$ cat src/rtl/muldiv_unit.sv
// muldiv_unit: iterative RV32M multiply/divide unit (MUL/MULH/MULHSU/MULHU/DIV/DIVU/REM/REMU).
// Works on operand magnitudes: radix-2 shift-add multiply or restoring divide over XLEN steps,
// then a single sign-correction cycle. A start/busy/valid handshake lets the hazard unit stall.
//
// Ports:
//   clk     in   1     clock, rising edge
//   rst_n   in   1     asynchronous active-low reset
//   start   in   1     op request, sampled only while busy=0 (IDLE or DONE)
//   funct3  in   3     RV32M funct3 selecting the operation
//   in_a    in   XLEN  rs1 (multiplicand / dividend)
//   in_b    in   XLEN  rs2 (multiplier / divisor)
//   busy    out  1     high while an op is iterating (CALC/FIX)
//   valid   out  1     one-cycle pulse when out holds a new result
//   out     out  XLEN  result register, held until the next valid
//
// Configuration macro: MULDIV_EARLY_EXIT_EN
//   When defined, div-by-zero, signed overflow and multiplies by zero finish at the start edge.
module muldiv_unit #(
   parameter int unsigned XLEN = 32
) (
   input  logic            clk,
   input  logic            rst_n,
   input  logic            start,
   input  logic [2:0]      funct3,
   input  logic [XLEN-1:0] in_a,
   input  logic [XLEN-1:0] in_b,
   output logic            busy,
   output logic            valid,
   output logic [XLEN-1:0] out
);

   localparam int unsigned CNT_W = $clog2(XLEN);
   localparam logic [CNT_W-1:0] CNT_LAST = CNT_W'(XLEN - 1);
   localparam logic [XLEN-1:0] MIN_NEG = {1'b1, {(XLEN-1){1'b0}}};

   typedef enum logic [1:0] {StIdle, StCalc, StFix, StDone} state_t;

   state_t          state;
   logic [CNT_W-1:0] cnt;
   logic [2:0]      op;
   logic [XLEN-1:0] ma, mb;
   // mul: hi = running upper product, lo = multiplier shifting out / product low half
   // div: hi = partial remainder, lo = dividend shifting out / quotient shifting in
   logic [XLEN-1:0] hi, lo;
   logic            neg;

   // Operand decode
   logic            a_signed, b_signed, a_neg, b_neg, res_neg;
   logic [XLEN-1:0] mag_a, mag_b;

   always_comb begin
      a_signed = funct3[2] ? ~funct3[0] : (funct3[1:0] != 2'b11);
      b_signed = funct3[2] ? ~funct3[0] : ~funct3[1];
      a_neg    = a_signed & in_a[XLEN-1];
      b_neg    = b_signed & in_b[XLEN-1];
      mag_a    = a_neg ? -in_a : in_a;
      mag_b    = b_neg ? -in_b : in_b;
      // Remainder follows the dividend; a zero divisor must leave the quotient at all ones.
      if (funct3[2]) begin
         res_neg = funct3[1] ? a_neg : ((a_neg ^ b_neg) & (in_b != '0));
      end else begin
         res_neg = a_neg ^ b_neg;
      end
   end

   // One iteration step for each datapath
   logic [XLEN:0]   mul_sum, div_tmp, div_diff;
   logic            div_ge;
   logic [XLEN-1:0] mul_hi, mul_lo, div_hi, div_lo;

   always_comb begin
      mul_sum  = {1'b0, hi} + (lo[0] ? {1'b0, ma} : '0);
      mul_hi   = mul_sum[XLEN:1];
      mul_lo   = {mul_sum[0], lo[XLEN-1:1]};
      div_tmp  = {hi, lo[XLEN-1]};
      div_diff = div_tmp - {1'b0, mb};
      // The partial remainder stays below 2^XLEN, so the top bit is a pure borrow flag.
      div_ge   = ~div_diff[XLEN];
      div_hi   = div_ge ? div_diff[XLEN-1:0] : div_tmp[XLEN-1:0];
      div_lo   = {lo[XLEN-2:0], div_ge};
   end

   // Sign correction
   logic [2*XLEN-1:0] prod_s;
   logic [XLEN-1:0]   div_val, fix_res;

   always_comb begin
      prod_s  = neg ? -{hi, lo} : {hi, lo};
      div_val = op[1] ? hi : lo;
      if (op[2]) begin
         fix_res = neg ? -div_val : div_val;
      end else if (op[1:0] == 2'b00) begin
         fix_res = prod_s[XLEN-1:0];
      end else begin
         fix_res = prod_s[2*XLEN-1:XLEN];
      end
   end

   // Early-exit detection
   logic            early_hit;
   logic [XLEN-1:0] early_res;

`ifdef MULDIV_EARLY_EXIT_EN
   always_comb begin
      early_hit = 1'b0;
      early_res = '0;
      if (funct3[2]) begin
         if (in_b == '0) begin
            early_hit = 1'b1;
            early_res = funct3[1] ? in_a : '1;
         end else if (!funct3[0] && in_a == MIN_NEG && in_b == '1) begin
            early_hit = 1'b1;
            early_res = funct3[1] ? '0 : MIN_NEG;
         end
      end else if (in_a == '0 || in_b == '0) begin
         early_hit = 1'b1;
      end
   end
`else
   assign early_hit = 1'b0;
   assign early_res = MIN_NEG & '0;
`endif

   always_ff @(posedge clk or negedge rst_n) begin
      if (!rst_n) begin
         state <= StIdle;
         busy  <= 1'b0;
         valid <= 1'b0;
         out   <= '0;
         cnt   <= '0;
         op    <= '0;
         ma    <= '0;
         mb    <= '0;
         hi    <= '0;
         lo    <= '0;
         neg   <= 1'b0;
      end else begin
         case (state)
            StIdle, StDone: begin
               valid <= 1'b0;
               if (start) begin
                  op  <= funct3;
                  ma  <= mag_a;
                  mb  <= mag_b;
                  neg <= res_neg;
                  hi  <= '0;
                  lo  <= funct3[2] ? mag_a : mag_b;
                  cnt <= '0;
                  if (early_hit) begin
                     out   <= early_res;
                     valid <= 1'b1;
                     state <= StDone;
                  end else begin
                     busy  <= 1'b1;
                     state <= StCalc;
                  end
               end else begin
                  state <= StIdle;
               end
            end
            StCalc: begin
               hi  <= op[2] ? div_hi : mul_hi;
               lo  <= op[2] ? div_lo : mul_lo;
               cnt <= cnt + CNT_W'(1);
               if (cnt == CNT_LAST) begin
                  state <= StFix;
               end
            end
            StFix: begin
               out   <= fix_res;
               busy  <= 1'b0;
               valid <= 1'b1;
               state <= StDone;
            end
            default: state <= StIdle;
         endcase
      end
   end

endmodule
$ cat config.mk
export PLATFORM = sky130hd
export DESIGN_NAME = muldiv_unit
export DESIGN_NICKNAME = d
export VERILOG_FILES = /design/src/rtl/muldiv_unit.sv
export SDC_FILE = /design/constraint.sdc
export NUM_CORES = 1
export LEC_CHECK = 0
export CAP_MARGIN = 20
export CORE_UTILIZATION = 35
export CTS_CLUSTER_SIZE = 20
export DETAILED_ROUTE_END_ITERATION = 6
export PLACE_DENSITY_LB_ADDON = 0.05
export SLEW_MARGIN = 20
export SYNTH_ARGS = -nofsm -noshare
export SYNTH_HDL_FRONTEND = slang
export SYNTH_SLANG_ARGS = --single-unit
$ cat constraint.sdc
create_clock -name clk -period 3.5 [get_ports clk]
set_input_delay 0.525 -clock clk [delete_from_list [all_inputs] [get_ports clk]]
set_output_delay 0.525 -clock clk [all_outputs]
set_load 0.01 [all_outputs]
=== Word-level counts from Yosys, hierarchy flattened ===
Cells that the tools add are included.

* Register bits after elaboration: 173
* Bits in latches: 0
* Output and inout bits: 34
* Input bits: 70
* Memories kept: 0
* Logic and storage cells: 69
* Bits in read-only memories: 0
* Memory bits (writable): 0

* Equality and inequality tests: 7
* Add/subtract/negate cells: 7
* Bitwise gates (word level): 7
* Multiplexer cells: 28
* $lt $le $gt $ge: 0
* Div/mod/pow operators: 0
* Reductions and logical operators: 9
* Shift operators: 0
* Multiply operators: 0

{| class="wikitable"
|+ Operators with widths
! kind !! number
|-
| $mux 32 || 13
|-
| $pmux 32 s2 || 2
|-
| $neg 32->32 || 3
|-
| $mux 64 || 1
|-
| $neg 64->64 || 1
|-
| $add 32x32->33 || 1
|-
| $sub 33x32->33 || 1
|-
| $reduce_bool 32->1 || 1
|-
| $pmux 5 s2 || 1
|-
| $mux 1 || 6
|-
| $ne 2x2->1 const B || 3
|-
| $pmux 2 s3 || 1
|-
| $reduce_and 2->1 || 3
|-
| $add 5x1->5 const B || 1
|-
| $eq 5x5->1 const B || 1
|-
| $mux 5 || 1
|-
| $eq 2x2->1 const B || 2
|-
| $logic_not 2->1 || 2
|-
| $pmux 1 s2 || 2
|-
| $reduce_bool 2->1 || 2
|-
| $and 1x1->1 || 3
|-
| $not 1->1 || 3
|-
| $eq 2x1->1 const B || 1
|-
| $mux 2 || 1
|-
| 2 further kinds || 2
|}

=== Logic depth before layout (Yosys ltp) ===
Gate-level depths: netlist (run 1).

* Word-level depth: 7
* Depth in mapped cells: 16

=== Worst setup path before layout (run 1) ===
Ideal clock, no wire load.

* Path kind: reg2reg
* Start point: register op[1]
* End point: register out[28]
* Period minus slack after synthesis: 3.767 ns
* Stages on the path, launching flop included: 17
* Arrival: 3.689 ns
* Slack: -0.267 ns
* Path through: dfrtp_1 clkbuf_1 buf_2 clkbuf_1 clkbuf_1 clkbuf_1 mux2i_1 ha_1 o21ai_0 nor2_1 nand3_1 nor2_1 nand3_1 o21ai_0 xor2_1 a21oi_1 a21oi_1

* Cells in the longest elaborated chain, start to end: 4
* Elaborated cells on any way between the ends: 6

{| class="wikitable"
|+ Ends and longest elaborated chain
! what !! line !! source
|-
| start: declaration || 40 || <nowiki>logic [2:0] op;</nowiki>
|-
| start signal: assignment || 142 || <nowiki>op <= funct3;</nowiki>
|-
| $mux 32 || 89 || <nowiki>div_val = op[1] ? hi : lo;</nowiki>
|-
| $neg 32->32 || 91 || <nowiki>fix_res = neg ? -div_val : div_val;</nowiki>
|-
| $mux 32 || 91 ||
|-
| $mux 32 (*) || 90 || <nowiki>if (op[2]) begin</nowiki>
|-
| end signal: assignment || 150 || <nowiki>out <= early_res;</nowiki>
|-
| end signal: assignment || 170 || <nowiki>out <= fix_res;</nowiki>
|-
| end: declaration || 29 || <nowiki>output logic [XLEN-1:0] out</nowiki>
|}

Mark *: on every way between the ends. The rest lies on a longest branch, timed or not.
A chain may end at the register's enable or synchronous reset.

=== Worst setup path after layout (run 1) ===
* Start point: register lo[0]
* End point: register hi[31]

* Cells in the longest elaborated chain, start to end: 4

{| class="wikitable"
|+ Ends and longest elaborated chain
! what !! line !! source
|-
| start: declaration || 44 || <nowiki>logic [XLEN-1:0] hi, lo;</nowiki>
|-
| start signal: assignment || 147 || <nowiki>lo <= funct3[2] ? mag_a : mag_b;</nowiki>
|-
| start signal: assignment || 163 || <nowiki>lo <= op[2] ? div_lo : mul_lo;</nowiki>
|-
| $mux 32 || 72 || <nowiki>mul_sum = {1'b0, hi} + (lo[0] ? {1'b0, ma} : '0);</nowiki>
|-
| $add 32x32->33 || 72 ||
|-
| $mux 32 || 162 || <nowiki>hi <= op[2] ? div_hi : mul_hi;</nowiki>
|-
| $pmux 32 s2 || 138 || <nowiki>case (state)</nowiki>
|-
| end signal: assignment || 162 ||
|-
| end: declaration || 44 ||
|}

Every way passes these cells.

==> summary.md, run 1 <==
| Metric | Value |
|---|---|
| CTS clock-pin slew for the worst setup and hold paths | `0.07 ns` |
| Vias in the first global route | `15300` |
| Routed Wire Length | `61000 µm` |
| Slew @ Worst Pin | `0.877 ns` |
| RD Place Congestion | `0.919` |
| Switching component of the power | `9450 µW` |
| Ratio of cells with drive above 1 in the final layout | `14.8%` |
| Final nets | `2388` |
| CTS Root Cell | `clkbuf_16` |
| Commonest non-fill, non-tap cell in the layout | `buf_4` |
| Crit path max fanout | `17` |
| Initial antenna violation count | `1` |
| CP cell instances | `buf_4, and2_1, ha_1, a21oi_1, o21ai_0, a2111oi_1, a21boi_2, o41a_1, o311ai_2, a2111oi_2, nor4_1, a41oi_1, o211ai_1` |
| Flop2flop setup slack | `0.15 ns` |
| Gate power share | `68.8%` |
| Max transition margin | `41.5%` |
| Cts bufs inserted | `17` |
| Min Hold Slack | `0.0265 ns` |
| CP max-delay cell | `dfrtp_1` |
| Antenna cells | `0` |
| Launching element type of the critical path | `flop` |
| Vert. Die Dim | `214 µm` |
| Setup Viol. Count Final | `0` |
| CP Capture Type | `flop` |
| Area Growth Syn to Fin | `22.9%` |
| Clk sinks | `173` |
| PwrDens | `973 nW/µm²` |
| Worst R2R Path Depth | `13` |
| Crit path DAT | `3.71 ns` |
| Top FF cell, synth | `dfrtp_1` |
| Port bufs | `103` |
| Post-synthesis sequential area ratio | `27.5%` |
| Final setup skew | `0.0137 ns` |
| Max Cap Violations | `0` |
| Maximum vdd ir drop | `0.719 mV` |
| Worst R2R End | `hi[31]$_DFFE_PN0P_` |
| Sequential Power Share | `20.8%` |
| Synthesized Nets | `2195` |
| Sw Ratio | `50.2%` |
| Cell Area, Synth | `15800 µm²` |
| DR vias | `15600` |
| Die area | `45900 µm²` |
| Initial Util | `35.5%` |
| Status | `finished, final reports clean` |
| DP HPWL | `48700 µm` |
| Wire length of the first global-routing pass | `93700 µm` |
| Ys async rst share | `100%` |
| I/O Pins | `104` |
| Most frequent cells in the layout | `218 x buf_4, 213 x nand2_1, 198 x a21oi_1` |
| EDFF count, synth | `0` |
| Tcrit/Tclk final | `95.6%` |
| Minimum clock period | `3.35 ns` |
| Seq cells post-synth | `173` |
| CP required | `3.86 ns` |
| Clock latency on the worst-skew pair | `0.50 ns` |
| Setup TNS Final | `0 ns` |
| Slew Limit Fails | `0` |
| Mapped Cells | `2050` |
| Synth warn | `0` |
| Drt drc | `0` |
| R2R Path Start | `lo[0]$_DFFE_PN0P_` |
| Mapped Avg Cell Area | `7.68 µm²` |
| Crit Path Class | `reg2reg` |
| Clock network power share | `10.4%` |
| Max Root-Sink Buffers | `2` |
| Leak | `0.00834 µW` |
| CP peak stage delay | `0.41 ns` |
| CTS tree | `built` |
| Largest net degree at the start of global routing | `91` |
| Pre-Repair DR Iteration Count | `5` |
| H-tree levels | `4` |
| Fin. Hold Viols | `0` |
| Core Area | `44300 µm²` |
| Via density per instance | `5.48` |
| Drt wl/cell | `21.4 µm` |
| All-Layer GR Usage | `26.8%` |
| Hold Path Class | `in2async` |
| Routed Antenna Nets | `0` |
| Max Fclk | `299 MHz` |
| Internal cell power | `9380 µW` |
| Die Width | `214 µm` |
| Initial drt markers | `995` |
| Yosys cell types | `69` |
| FP Rows | `77` |
| Global route overflow | `0` |
==> layout make-up <==
| cell class | count | area, µm² |
|---|---|---|
| tap | 592 | 741 |
| inverter | 66 | 248 |
| clock buffer | 20 | 437 |
| multi-input combinational | 1661 | 10700 |
| fill | 4578 | 25000 |
| sequential | 173 | 4340 |
| timing repair buffer | 324 | 2730 |
| clock inverter | 12 | 140 |
==> layer usage <==
layer | wire, µm | vias up | global-route usage (%)
met3 | 2860 | 49 | 3.93
met4 | 1080 | 0 | 6.76
met5 | 0 | - | 0
met1 | 29600 | 7532 | 38.4
li1 | - | 7658 | -
met2 | 27500 | 381 | 42.1
==> per-stage QoR <==
stage / utilization, % / worst slack, ns / instance area [µm²] / total power [µW] / cells
after detailed placement: 42.1 / -0.0653 / 18700 / 16700 / 2815
after global routing: 43.7 / -0.00906 / 19400 / 20400 / 2848
after global placement: 42.1 / -0.0427 / 18700 / 16700 / 2815
after CTS: 43.5 / 0.0408 / 19300 / 18800 / 2847
after floorplan: - / 0.0235 / 15800 / 12100 / 2050
final: 43.7 / 0.155 / 19400 / 18800 / 2848
==> registers in the layout, indices dropped and copies added (netlist names) <==
| signal | count |
|---|---|
| valid | 1 |
| busy | 1 |
| state | 2 |
| cnt | 5 |
| hi | 32 |
| out | 32 |
| op | 3 |
| ma | 32 |
| mb | 32 |
| lo | 32 |
| neg | 1 |
==> worst max path at each step <==
stage                          end         startpoint  slack, ns  depth (start not counted)
6_report        hi[31]$_DFFE_PN0P_  lo[0]$_DFFE_PN0P_       0.15                         13
3_3_place_gp    hi[29]$_DFFE_PN0P_  lo[0]$_DFFE_PN0P_      -0.04                         15
2_1_floorplan  out[28]$_DFFE_PN0P_  op[1]$_DFFE_PN0P_       0.02                         16
4_1_cts         hi[30]$_DFFE_PN0P_  lo[0]$_DFFE_PN0P_       0.04                         14
5_1_grt         hi[24]$_DFFE_PN0P_  lo[0]$_DFFE_PN0P_     -0.009                         17
3_5_place_dp    hi[24]$_DFFE_PN0P_  lo[0]$_DFFE_PN0P_      -0.07                         17
==> power groups by stage <==
stage                     Sequential, µW  Combinational [µW]  Clock (µW)
after CTS                           3900               12800        2020
after global routing                4030               14300        2090
final                               3910               13000        1960
after global placement              3920               12700           0
after floorplan                     3510                8560           0
after detailed placement            3930               12800           0
==> kinds of logic after synthesis <==
logic type | Yosys count | synth area share, %
xor+xnor | 201 | 11.2
mux | 88 | 5.81
fa+ha+maj | 75 | 6.05
simple gates | 653 | 19.3
flops | 173 | 27.5
compound gates | 644 | 24.9
buf+inv | 216 | 5.25
==> worst max-delay path, delay by kind of cell, from the launching register on <==
kind | cells | cell delay (ns)
DFF | 1 | 0.41
adders and majority gates | 1 | 0.30
buffers and inverters | 1 | 0.22
AOI/OAI and AO/OA | 9 | 2.03
and+or+nand+nor | 2 | 0.26
==> cells in the mapped netlist, drive strengths merged (12+ instances only) <==
| cell type | number | area, µm² |
|---|---|---|
| nand2 | 214 | 803 |
| o21ai | 203 | 1020 |
| a21oi | 202 | 1010 |
| nor2 | 196 | 736 |
| dfrtp | 173 | 4330 |
| clkbuf | 133 | 499 |
| xor2 | 101 | 885 |
| xnor2 | 100 | 876 |
| ha | 73 | 913 |
| inv | 65 | 244 |
| mux2i | 60 | 601 |
| a211oi | 47 | 353 |
| nor3 | 41 | 205 |
| and2 | 36 | 225 |
| o31ai | 32 | 254 |
| a21o | 28 | 210 |
| mux2 | 28 | 315 |
| nand2b | 27 | 169 |
| nand3 | 25 | 125 |
| nor2b | 20 | 125 |
| or3 | 19 | 119 |
| buf | 17 | 80.1 |
| o41ai | 17 | 164 |
| or2 | 17 | 111 |
| a31oi | 14 | 87.6 |
| o211ai | 14 | 105 |
| nor4 | 12 | 81.3 |
| o221ai | 12 | 105 |
==> timing repair <==
item                                    in CTS  in global routing
pin swaps                                    0                 10
gates cloned                                 0                  0
gates resized for setup                      6                 21
hold buffers                                 0                  0
endpoints found under the setup margin       9                 36
setup buffers                                0                  1
Power figures use the tool's default switching activity.
==> run 2, diff against run 1 <==
--- a/config.mk
+++ b/config.mk
@@ -5,12 +5,13 @@
 export SDC_FILE = /design/constraint.sdc
 export NUM_CORES = 1
 export LEC_CHECK = 0
+export ABC_CLOCK_PERIOD_IN_PS = 3500
 export CAP_MARGIN = 20
+export CORE_ASPECT_RATIO = 0.8
 export CORE_UTILIZATION = 35
 export CTS_CLUSTER_SIZE = 20
 export DETAILED_ROUTE_END_ITERATION = 6
 export PLACE_DENSITY_LB_ADDON = 0.05
-export SLEW_MARGIN = 20
 export SYNTH_ARGS = -nofsm -noshare
 export SYNTH_HDL_FRONTEND = slang
 export SYNTH_SLANG_ARGS = --single-unit
==> run 2 against run 1 <==
The flow now finishes with violations (design-rule violations); non-clock buffer count up 27; flip-flop and latch count stayed put; via count up 1.2%; die area about the same; hold slack improved by 0.037 ns; clock skew up 0.0016 ns; sequential power is essentially flat; core utilization rose by 0.74 points; global-route usage is 1.2 points higher; count of clock-buffer cells in the layout shrank 3; sequential share of layout area decreased by 0.40 points; critical path type unchanged.
==> summary.md, run 2 (synthesis results as in run 1) <==
| Metric | Value |
|---|---|
| Launching element type of the critical path | `flop (unchanged)` |
| Area Growth Syn to Fin | `25.1% (was 22.9%)` |
| Routed Wire Length | `63200 µm (was 61000 µm)` |
| Gate power share | `68.5% (was 68.8%)` |
| Ratio of cells with drive above 1 in the final layout | `16.4% (was 14.8%)` |
| Die Width | `239 µm (was 214 µm)` |
| Initial drt markers | `1494 (was 995)` |
| Slew @ Worst Pin | `0.886 ns (was 0.877 ns)` |
| Cts bufs inserted | `17 (unchanged)` |
| Largest net degree at the start of global routing | `91 (unchanged)` |
| FP Rows | `69 (was 77)` |
| Tcrit/Tclk final | `97.0% (was 95.6%)` |
| All-Layer GR Usage | `28.0% (was 26.8%)` |
| Final nets | `2415 (was 2388)` |
| Sw Ratio | `50.1% (was 50.2%)` |
| Internal cell power | `9560 µW (was 9380 µW)` |
| Final setup skew | `0.0153 ns (was 0.0137 ns)` |
| Setup Viol. Count Final | `0 (unchanged)` |
| Global route overflow | `0 (unchanged)` |
| Min Hold Slack | `0.0636 ns (was 0.0265 ns)` |
| H-tree levels | `4 (unchanged)` |
| Via density per instance | `5.48 (about the same)` |
| PwrDens | `973 nW/µm² (about the same)` |
| Clk sinks | `173 (unchanged)` |
| Clock network power share | `11.1% (was 10.4%)` |
| Slew Limit Fails | `0 (unchanged)` |
| Crit path max fanout | `5 (was 17)` |
| CTS tree | `built (unchanged)` |
| Max transition margin | `40.9% (was 41.5%)` |
| RD Place Congestion | `0.924 (was 0.919)` |
| Pre-Repair DR Iteration Count | `7 (was 5)` |
| Vert. Die Dim | `192 µm (was 214 µm)` |
| Failing checks | `design-rule violations` |
| DR vias | `15800 (was 15600)` |
| Hold Path Class | `in2async (unchanged)` |
| Initial Util | `35.5% (about the same)` |
| Port bufs | `103 (unchanged)` |
| Routed Antenna Nets | `0 (unchanged)` |
| Crit Path Class | `reg2reg (unchanged)` |
| Unrepaired setup endpoints after global routing | `true` |
| Drt wl/cell | `21.9 µm (was 21.4 µm)` |
| Hold_buf cts | `0 (unchanged)` |
| Vias in the first global route | `15000 (was 15300)` |
| Max Cap Violations | `0 (unchanged)` |
| Minimum clock period | `3.39 ns (was 3.35 ns)` |
| Most frequent cells in the layout | `243 x buf_4, 213 x nand2_1, 198 x a21oi_1 (was 218 x buf_4, 213 x nand2_1, 198 x a21oi_1)` |
| Commonest non-fill, non-tap cell in the layout | `buf_4 (unchanged)` |
| Maximum vdd ir drop | `1.44 mV (was 0.719 mV)` |
| CP Capture Type | `flop (unchanged)` |
| Filler Cell Count | `4604 (was 4578)` |
| Core Area | `44400 µm² (was 44300 µm²)` |
| Crit path DAT | `3.74 ns (was 3.71 ns)` |
| Clock latency on the worst-skew pair | `0.48 ns (was 0.50 ns)` |
| CTS clock-pin slew for the worst setup and hold paths | `0.07 ns (about the same)` |
| Die area | `45900 µm² (about the same)` |
| Placed cells | `2851 (was 2815)` |
| Initial antenna violation count | `0 (was 1)` |
| Wire length of the first global-routing pass | `95000 µm (was 93700 µm)` |
| Fin. Hold Viols | `0 (unchanged)` |
| Fin cells | `2887 (was 2848)` |
| Sequential Power Share | `20.4% (was 20.8%)` |
| Leak | `0.00858 µW (was 0.00834 µW)` |
| DP HPWL | `49600 µm (was 48700 µm)` |
| Switching component of the power | `9610 µW (was 9450 µW)` |
| CP required | `3.85 ns (was 3.86 ns)` |
| I/O Pins | `104 (unchanged)` |
| Status | `complete, but fails checks (was finished, final reports clean)` |
| Max Root-Sink Buffers | `2 (unchanged)` |
| Max Fclk | `295 MHz (was 299 MHz)` |
| Drt drc | `5 (was 0)` |
| CTS Root Cell | `clkbuf_16 (unchanged)` |
[run 2: path summary, 6_finish.rpt]
path / from / end / slack [ns] / depth (start not counted)
max in group asynchronous: rst_n / out[9]$_DFFE_PN0P_ / 2.55 / 2
max reg2reg: hi[8]$_DFFE_PN0P_ / hi[31]$_DFFE_PN0P_ / 0.11 / 12
min: rst_n / hi[17]$_DFFE_PN0P_ / 0.06 / 1
min reg2reg: ma[31]$_DFFE_PN0P_ / ma[31]$_DFFE_PN0P_ / 0.47 / 2
min in group clk: ma[31]$_DFFE_PN0P_ / ma[31]$_DFFE_PN0P_ / 0.47 / 2
max: hi[8]$_DFFE_PN0P_ / hi[31]$_DFFE_PN0P_ / 0.11 / 12
[run 2: area by class of cell]
class                           count  area, µm²  area share (%)
Clock buffer                       17        425            2.16
Antenna cell                        1       2.50          0.0127
Inverter                           66        248            1.26
Sequential cell                   173       4340            22.0
Timing Repair Buffer              351       2950            14.9
Tap cell                          603        754            3.83
Multi-Input combinational cell   1661      10800            54.8
Clock inverter                     15        200            1.02
[run 2: repair_timing]
| action | CTS | global route |
|---|---|---|
| gates resized for setup | 6 | 39 |
| buffers inserted | 0 | 3 |
| pin swaps | 0 | 15 |
| endpoints found under the setup margin | 8 | 43 |
[run 2: metal layers]
layer	vias to the layer above	global-route usage [%]	wire length (µm)
met5	-	0	0
met4	0	7.35	1340
met3	50	4.51	3730
met2	465	39.5	25500
met1	7583	43.1	32600
li1	7709	-	-
[run 2: worst max-delay path, cell delays in order (launching register included)]
cell	delay, ns
dfrtp_1	0.46
ha_1	0.38
a21oi_1	0.31
nand2_1	0.09
a211o_1	0.31
o21ai_0	0.29
buf_4	0.21
o211ai_1	0.18
a31oi_1	0.36
o21ai_0	0.14
a21oi_1	0.18
xor2_1	0.26
o211ai_1	0.11
[run 2: per-stage QoR]
stage	utilization, %	setup slack, ns	instance area (µm²)	TNS [ns]	total power [µW]
2_1_floorplan	-	0.0235	15800	0	12100
3_3_place_gp	42.5	-0.228	18900	-0.528	16700
3_5_place_dp	42.5	-0.335	18900	-1.03	16700
4_1_cts	44.0	-0.0552	19500	-0.0552	19000
5_1_grt	44.4	-0.0454	19700	-0.0759	20700
6_report	44.4	0.107	19700	0	19200
[run 2: power groups by stage]
stage / sequential (µW) / clock [µW] / combinational (µW)
after floorplan: 3510 / 0 / 8560
after global routing: 4020 / 2260 / 14400
final: 3900 / 2130 / 13100
after detailed placement: 3920 / 0 / 12800
after CTS: 3880 / 2180 / 12900
after global placement: 3900 / 0 / 12800
